==> config.mk <==
export PLATFORM = sky130hd
export DESIGN_NAME = beat_feature_extractor
export DESIGN_NICKNAME = d
export VERILOG_FILES = /design/src/rtl/beat_feature_extractor.sv
export SDC_FILE = /design/constraint.sdc
export NUM_CORES = 1
export LEC_CHECK = 0
export CORE_AREA = 5 5 125 127
export CTS_BUF_LIST = sky130_fd_sc_hd__clkbuf_2
export CTS_CLUSTER_DIAMETER = 50
export DETAILED_ROUTE_END_ITERATION = 10
export DIE_AREA = 0 0 130 132
export PLACE_DENSITY_LB_ADDON = 0.25
export RECOVER_POWER = 50
export SKIP_CTS_REPAIR_TIMING = 1
export SLEW_MARGIN = 20
export SYNTH_ARGS = -nofsm -noshare
export SYNTH_HDL_FRONTEND = slang
export SYNTH_SLANG_ARGS = --single-unit
==> constraint.sdc <==
create_clock -name clock -period 2.6 [get_ports clock]
set_input_delay 0.52 -clock clock [delete_from_list [all_inputs] [get_ports clock]]
set_output_delay 0.52 -clock clock [all_outputs]
set_load 0.05 [all_outputs]
==> src/rtl/beat_feature_extractor.sv <==
// Reads one full beat from the sample buffer and reduces it to peak, min and sum.
// The features are then presented to the host through a valid/ack handshake.
//   state | meaning
//   IDLE  | waiting for buf_full
//   READ  | buf_read held high for BEAT_LEN contiguous cycles
//   DRAIN | last registered sample arrives and is captured
//   CLEAR | buf_clear pulse, features copied to output registers
//   DONE  | feat_valid high until feat_ack
module beat_feature_extractor #(
  parameter int BEAT_LEN = 100,
  parameter int DATA_W   = 16,
  parameter int IDX_W    = 7,
  parameter int SUM_W    = 23
) (
  input  logic              clock,
  input  logic              reset,
  input  logic              buf_full,
  input  logic [DATA_W-1:0] buf_dataout,
  output logic              buf_read,
  output logic              buf_clear,
  output logic              feat_valid,
  input  logic              feat_ack,
  output logic [DATA_W-1:0] peak_val,
  output logic [IDX_W-1:0]  peak_idx,
  output logic [DATA_W-1:0] min_val,
  output logic [IDX_W-1:0]  min_idx,
  output logic [SUM_W-1:0]  sample_sum,
  output logic [15:0]       beat_count
);

  localparam logic [2:0] IDLE  = 3'd0;
  localparam logic [2:0] READ  = 3'd1;
  localparam logic [2:0] DRAIN = 3'd2;
  localparam logic [2:0] CLEAR = 3'd3;
  localparam logic [2:0] DONE  = 3'd4;

  localparam logic [IDX_W-1:0] LAST_IDX = IDX_W'(BEAT_LEN - 1);

  logic [2:0]        state_q, state_d;
  logic [IDX_W-1:0]  rd_cnt_q, rd_cnt_d;
  logic              cap_en_q;
  logic [IDX_W-1:0]  cap_idx_q;
  logic              clr_acc;

  logic [DATA_W-1:0] pk_val_q, pk_val_d;
  logic [IDX_W-1:0]  pk_idx_q, pk_idx_d;
  logic [DATA_W-1:0] mn_val_q, mn_val_d;
  logic [IDX_W-1:0]  mn_idx_q, mn_idx_d;
  logic [SUM_W-1:0]  sum_q, sum_d;

  logic [DATA_W-1:0] peak_val_q, min_val_q;
  logic [IDX_W-1:0]  peak_idx_q, min_idx_q;
  logic [SUM_W-1:0]  sample_sum_q;
  logic [15:0]       beat_count_q;

  logic [SUM_W-1:0]  sample_ext;

  assign sample_ext = {{(SUM_W-DATA_W){1'b0}}, buf_dataout};

  always_comb begin
    state_d  = state_q;
    rd_cnt_d = rd_cnt_q;
    clr_acc  = 1'b0;
    case (state_q)
      IDLE: begin
        if (buf_full) begin
          state_d  = READ;
          rd_cnt_d = '0;
          clr_acc  = 1'b1;
        end
      end
      READ: begin
        if (rd_cnt_q == LAST_IDX) state_d = DRAIN;
        else                      rd_cnt_d = rd_cnt_q + IDX_W'(1);
      end
      DRAIN:   state_d = CLEAR;
      CLEAR:   state_d = DONE;
      DONE:    if (feat_ack) state_d = IDLE;
      default: state_d = IDLE;
    endcase
  end

  // Sample 0 seeds the extrema; strict compares keep the earliest index on ties.
  always_comb begin
    pk_val_d = pk_val_q;
    pk_idx_d = pk_idx_q;
    mn_val_d = mn_val_q;
    mn_idx_d = mn_idx_q;
    sum_d    = sum_q;
    if (clr_acc) begin
      pk_val_d = '0;
      pk_idx_d = '0;
      mn_val_d = '0;
      mn_idx_d = '0;
      sum_d    = '0;
    end else if (cap_en_q) begin
      if (cap_idx_q == '0) begin
        pk_val_d = buf_dataout;
        pk_idx_d = '0;
        mn_val_d = buf_dataout;
        mn_idx_d = '0;
        sum_d    = sample_ext;
      end else begin
        if (buf_dataout > pk_val_q) begin
          pk_val_d = buf_dataout;
          pk_idx_d = cap_idx_q;
        end
        if (buf_dataout < mn_val_q) begin
          mn_val_d = buf_dataout;
          mn_idx_d = cap_idx_q;
        end
        sum_d = sum_q + sample_ext;
      end
    end
  end

  always_ff @(posedge clock) begin
    if (reset) begin
      state_q      <= IDLE;
      rd_cnt_q     <= '0;
      cap_en_q     <= 1'b0;
      cap_idx_q    <= '0;
      pk_val_q     <= '0;
      pk_idx_q     <= '0;
      mn_val_q     <= '0;
      mn_idx_q     <= '0;
      sum_q        <= '0;
      peak_val_q   <= '0;
      peak_idx_q   <= '0;
      min_val_q    <= '0;
      min_idx_q    <= '0;
      sample_sum_q <= '0;
      beat_count_q <= '0;
    end else begin
      state_q   <= state_d;
      rd_cnt_q  <= rd_cnt_d;
      cap_en_q  <= (state_q == READ);
      cap_idx_q <= rd_cnt_q;
      pk_val_q  <= pk_val_d;
      pk_idx_q  <= pk_idx_d;
      mn_val_q  <= mn_val_d;
      mn_idx_q  <= mn_idx_d;
      sum_q     <= sum_d;
      if (state_q == CLEAR) begin
        peak_val_q   <= pk_val_q;
        peak_idx_q   <= pk_idx_q;
        min_val_q    <= mn_val_q;
        min_idx_q    <= mn_idx_q;
        sample_sum_q <= sum_q;
      end
      if ((state_q == DONE) && feat_ack && (beat_count_q != 16'hFFFF))
        beat_count_q <= beat_count_q + 16'd1;
    end
  end

  assign buf_read   = (state_q == READ);
  assign buf_clear  = (state_q == CLEAR);
  assign feat_valid = (state_q == DONE);
  assign peak_val   = peak_val_q;
  assign peak_idx   = peak_idx_q;
  assign min_val    = min_val_q;
  assign min_idx    = min_idx_q;
  assign sample_sum = sample_sum_q;
  assign beat_count = beat_count_q;

endmodule

# Word level (Yosys, flattened, before mapping)
# Cells that the tools add are included.
word_totals:
  reg_bits: 172
  in_bits: 20
  output_inout_bits: 88
  elab_cells: 60
classes:
  add_sub_neg: 3
  magnitude_cmp: 2
  eq_ne: 10
  n_mux: 18
  reduce_logical: 12
ops:
  columns: ["operator", "n"]
  rows:
  - ["$mux W16", 4]
  - ["$mux W7", 6]
  - ["$add A23 B16 Y23", 1]
  - ["$mux W23", 1]
  - ["$add A16 B1 Y16 const B", 1]
  - ["$gt A16 B16 Y1", 1]
  - ["$lt A16 B16 Y1", 1]
  - ["$ne A16 B16 Y1 const B", 1]
  - ["$pmux W3 S5", 1]
  - ["$pmux W7 S2", 1]
  - ["$mux W3", 3]
  - ["$add A7 B1 Y7 const B", 1]
  - ["$eq A7 B7 Y1 const B", 1]
  - ["$logic_not A7 Y1", 1]
  - ["$eq A3 B2 Y1 const B", 2]
  - ["$reduce_and A3 Y1", 2]
  - ["$reduce_bool A2 Y1", 3]
  - ["$ne A2 B1 Y1 const B", 2]
  - ["$ne A2 B2 Y1 const B", 2]
  - ["$reduce_and A2 Y1", 2]
  - ["$eq A3 B1 Y1 const B", 1]
  - ["$eq A3 B3 Y1 const B", 1]
  - ["$logic_not A3 Y1", 1]
  - ["$logic_and A1 B1 Y1", 2]
  - ["2 further kinds", 3]

# Longest topological paths before layout
logic_depth:
  depth_word: 3
  depth_mapped: 9
  depth_no_buf: 9

# Worst setup path before layout
# No wires, ideal clock.
synth_timing:
  kind: "input-to-reg"
  from: "input buf_dataout[0]"
  to: "register sum_q[18]"
  setup_ps: 124
  arrival_ps: 2233
  required_ps: 2476
  path_slack_ps: 243
  cell_stages: 9
  path_buffers: 0
  cell_sequence: "ha_1 -> inv_1 -> fa_1 -> nor2b_1 -> o2111ai_1 -> a21oi_1 -> o311a_1 -> o2111ai_1 -> mux2i_1"
synth_via:
  elab_chain_len: 2
synth_rtl:
  columns: ["item", "line", "rtl"]
  rows:
  - ["start, declared", "18", "input logic [DATA_W-1:0] buf_dataout,"]
  - ["$add A23 B16 Y23", "112", "sum_d = sum_q + sample_ext;"]
  - ["$mux W23", "97", "if (cap_idx_q == '0) begin"]
  - ["end signal, assigned", "143", "sum_q <= sum_d;"]
  - ["end, declared", "49", "logic [SUM_W-1:0] sum_q, sum_d;"]
# Every way passes these cells.
# A chain may end at the register's enable or synchronous reset.

# Worst setup path in the final report
layout_timing:
  from: "register peak_val_q[12] (netlist: peak_val[12])"
  to: "output peak_val[12]"
layout_lines:
  columns: ["item", "line", "rtl"]
  rows:
  - ["start, declared", "51", "logic [DATA_W-1:0] peak_val_q, min_val_q;"]
  - ["start signal, assigned", "145", "peak_val_q <= pk_val_q;"]
  - ["end, declared", "23", "output logic [DATA_W-1:0] peak_val,"]
# No word-level cell between the ends.

==> results_dict.tcl <==
set metrics [dict create \
    period_needed_ns 2.46 \
    grt_usage_pct 24.4 \
    synth_fp_nets 1056 \
    drcViolationCount 0 \
    sequentialPowerShare_pct 57.2 \
    htree_num_levels 4 \
    synth_top_flop_cell "dfxtp_1" \
    fmax_mhz 406 \
    syn_area_per_cell_um2 8.16 \
    clkLatencyLatePin_ns 0.73 \
    ys_top_cells_by_count "nand2_1 (234), dfxtp_1 (172), a21oi_1 (117), o21ai_0 (52), ha_1 (49)" \
    cts_tree "done" \
    syn-cell-area_mm2 0.00805 \
    synth.area.mux_share_pct 4.01 \
    setup_viol 0 \
    clock-sinks 172 \
    synthXorXnorAreaFrac_pct 2.94 \
    dr_total_vias 7384 \
    root_buffer "clkbuf_2" \
    nNetsFinal 1215 \
    worstPathArrival_ns 1.94 \
    synth_top_family_by_area "simple AND/OR/NAND/NOR gates" \
    stdcell_area_mm2 0.00999 \
    core_mm2 0.0143 \
    top_level_ports 108 \
    critPathBufInv 1 \
    grt_max_degree 79 \
    yosys-top-cells-area "dfxtp_1 (43%), nand2_1 (11%), ha_1 (7.6%), a21oi_1 (7.3%), mux2i_1 (3.7%)" \
    crit_fanout 2 \
    peakVddDrop_mv 0.381 \
    switching_share_pct 27.1 \
    fin_crit_sh_pct 94.8 \
    final_core_util_pct 69.8 \
    wl_mm 21.1 \
    p_per_area_mw_per_mm2 473 \
    die_h_um 132 \
    tightest_slew_ns 1.36 \
    hp-class "primary input to register" \
    max_slew_margin_pct 9.14 \
    synth_compound_area_share_pct 16.3 \
    cp_top_family "buffers and inverters" \
    antenna_left 0 \
    setup_slack_ns 0.135 \
    drive_gt1_share_pct 10.7 \
    p_switching_mw 1.28 \
    power_frac_clock_pct 31.0 \
    grt_pass1_wl_mm 33.8 \
    hpwl_mm 15.6 \
    dieWidth_um 130 \
    yosysSeqAreaShare_pct 42.8 \
    path_clk_slew_ns 0.24 \
    portBuffers 107 \
    synth_edf_count 0 \
    hold_viol_final 0 \
    numCtsBuffers 17 \
    status "finished clean" \
    clockBufferDepth 2 \
    drt_pass1_iterations 5 \
    finalClockSkew_ns 0.0306 \
    yosys.area_share.simple_pct 21.3 \
    wire_per_inst_um 15.7 \
    p_leak_nw 4.05 \
    critPathKind "register to output port" \
    critPathLaunchType "register" \
    ys_seq_elements 172 \
    endpoint_kind "output port" \
    die_area_mm2 0.0172 \
    via_per_inst 5.50 \
    gp_congestion 0.900 \
    maxCapViolCount 0 \
    synth_cell_type_count 58 \
    synth_top_area_share_pct 42.8 \
    rows 44 \
    postSynthCellCount 986 \
    n_fill_cell 1213 \
    synth_adder_area_share_pct 7.86 \
    start_util_pct 56.2 \
    cp_cell_sequence "clkdlybuf4s50_1" \
    synth_top_area_cell "dfxtp_1" \
    critPathMaxStageDelay_ns 0.82 \
    fin_hold_ws_ns 0.217 \
    yosys_warnings 0 \
    grt_pass1_vias 6636 \
    syn2layout_area_growth_pct 24.1 \
    combPwrFrac_pct 11.8 \
    internal-power_mw 3.45 \
    pre_cts_ws_ns -0.374 \
    drv_slew 0 \
    yosysMostFrequentCell "nand2_1" \
    grt_remaining_overflow 0 \
    slowest_stage "clkdlybuf4s50_1" \
    place_area_mm2 0.00979 \
    drt_iter0_markers 701 \
    required_ns 2.08 \
    setup_tns_ns 0 \
    synthArstFlopShare_pct 0 \
    antenna_found_initial 2 \
]
-- metrics by stage --
step / total power, mW / std cells
2_1_floorplan: 3.06 / 986
3_3_place_gp: 3.29 / 1310
3_5_place_dp: 3.30 / 1310
4_1_cts: 4.76 / 1341
5_1_grt: 4.94 / 1342
6_report: 4.73 / 1342
-- kinds of logic after synthesis --
group,Yosys count
AOI/OAI and AO/OA,225
xor gates and xnor gates,27
adders and majority gates,50
buffers and inverters,93
DFF,172
muxes,32
and+or+nand+nor,387
-- sequential cells by signal (all words and copies together), names as in the netlist, 7 cells and up --
name,count
pk_idx_q,7
sample_sum,23
peak_idx,7
mn_val_q,16
rd_cnt_q,7
cap_idx_q,7
peak_val,16
sum_q,23
beat_count,16
mn_idx_q,7
pk_val_q,16
min_val,16
min_idx,7
-- worst paths after layout --
check,slack [ns],start,cells past startpoint,to
worst min-delay path,0.22,reset,2,sample_sum[3]
worst min register to register,0.47,sample_sum[13],2,sample_sum[13]
worst max-delay path,0.14,peak_val[12],1,peak_val[12]
worst max register to register,0.14,mn_val_q[15],8,mn_val_q[12]
-- area by class of cell --
class | instances | area [um2] | area share (%)
Sequential cell | 172 | 3440 | 34.5
Tap cell | 184 | 230 | 2.30
Antenna cell | 1 | 2.50 | 0.0251
Multi-Input combinational cell | 721 | 4200 | 42.1
Inverter | 41 | 154 | 1.54
Clock buffer | 17 | 85.1 | 0.852
Timing Repair Buffer | 192 | 1710 | 17.1
Clock inverter | 14 | 166 | 1.67
-- power by group through the flow --
stage                     clock [mW]  sequential [mW]  combinational [mW]
final                           1.47             2.70               0.558
after global routing            1.62             2.71               0.610
after CTS                       1.50             2.70               0.558
after detailed placement           0             2.75               0.554
after global placement             0             2.75               0.544
after floorplan                    0             2.74               0.321
-- per-layer routing --
layer	up-vias	GRT usage, %	wire length (um)	part of all wire [%]
met4	2	9.12	556	2.6
met3	41	5.39	1370	6.5
met2	218	35.5	9280	44
li1	3702	-	-	-
met5	-	0	13	0.062
met1	3421	35.3	9830	47
-- placed cells by master (no fill, tap or decap), types with 9 or more instances in the layout --
cell type        count
a21o_1              12
a21oi_1            116
and3_1              11
buf_4               78
clkbuf_1            10
clkbuf_2            21
clkdlybuf4s50_1     82
dfxtp_1            172
dlymetal6s2s_1      14
ha_1                49
inv_1               39
mux2i_1             30
nand2_1            235
nand3_1             33
nand4_1             14
nor2_1              40
nor2b_1             13
nor3_1               9
o21ai_0             52
xnor2_1             10
xor2_1              17
Note: power is estimated with default switching activity, not from simulation.
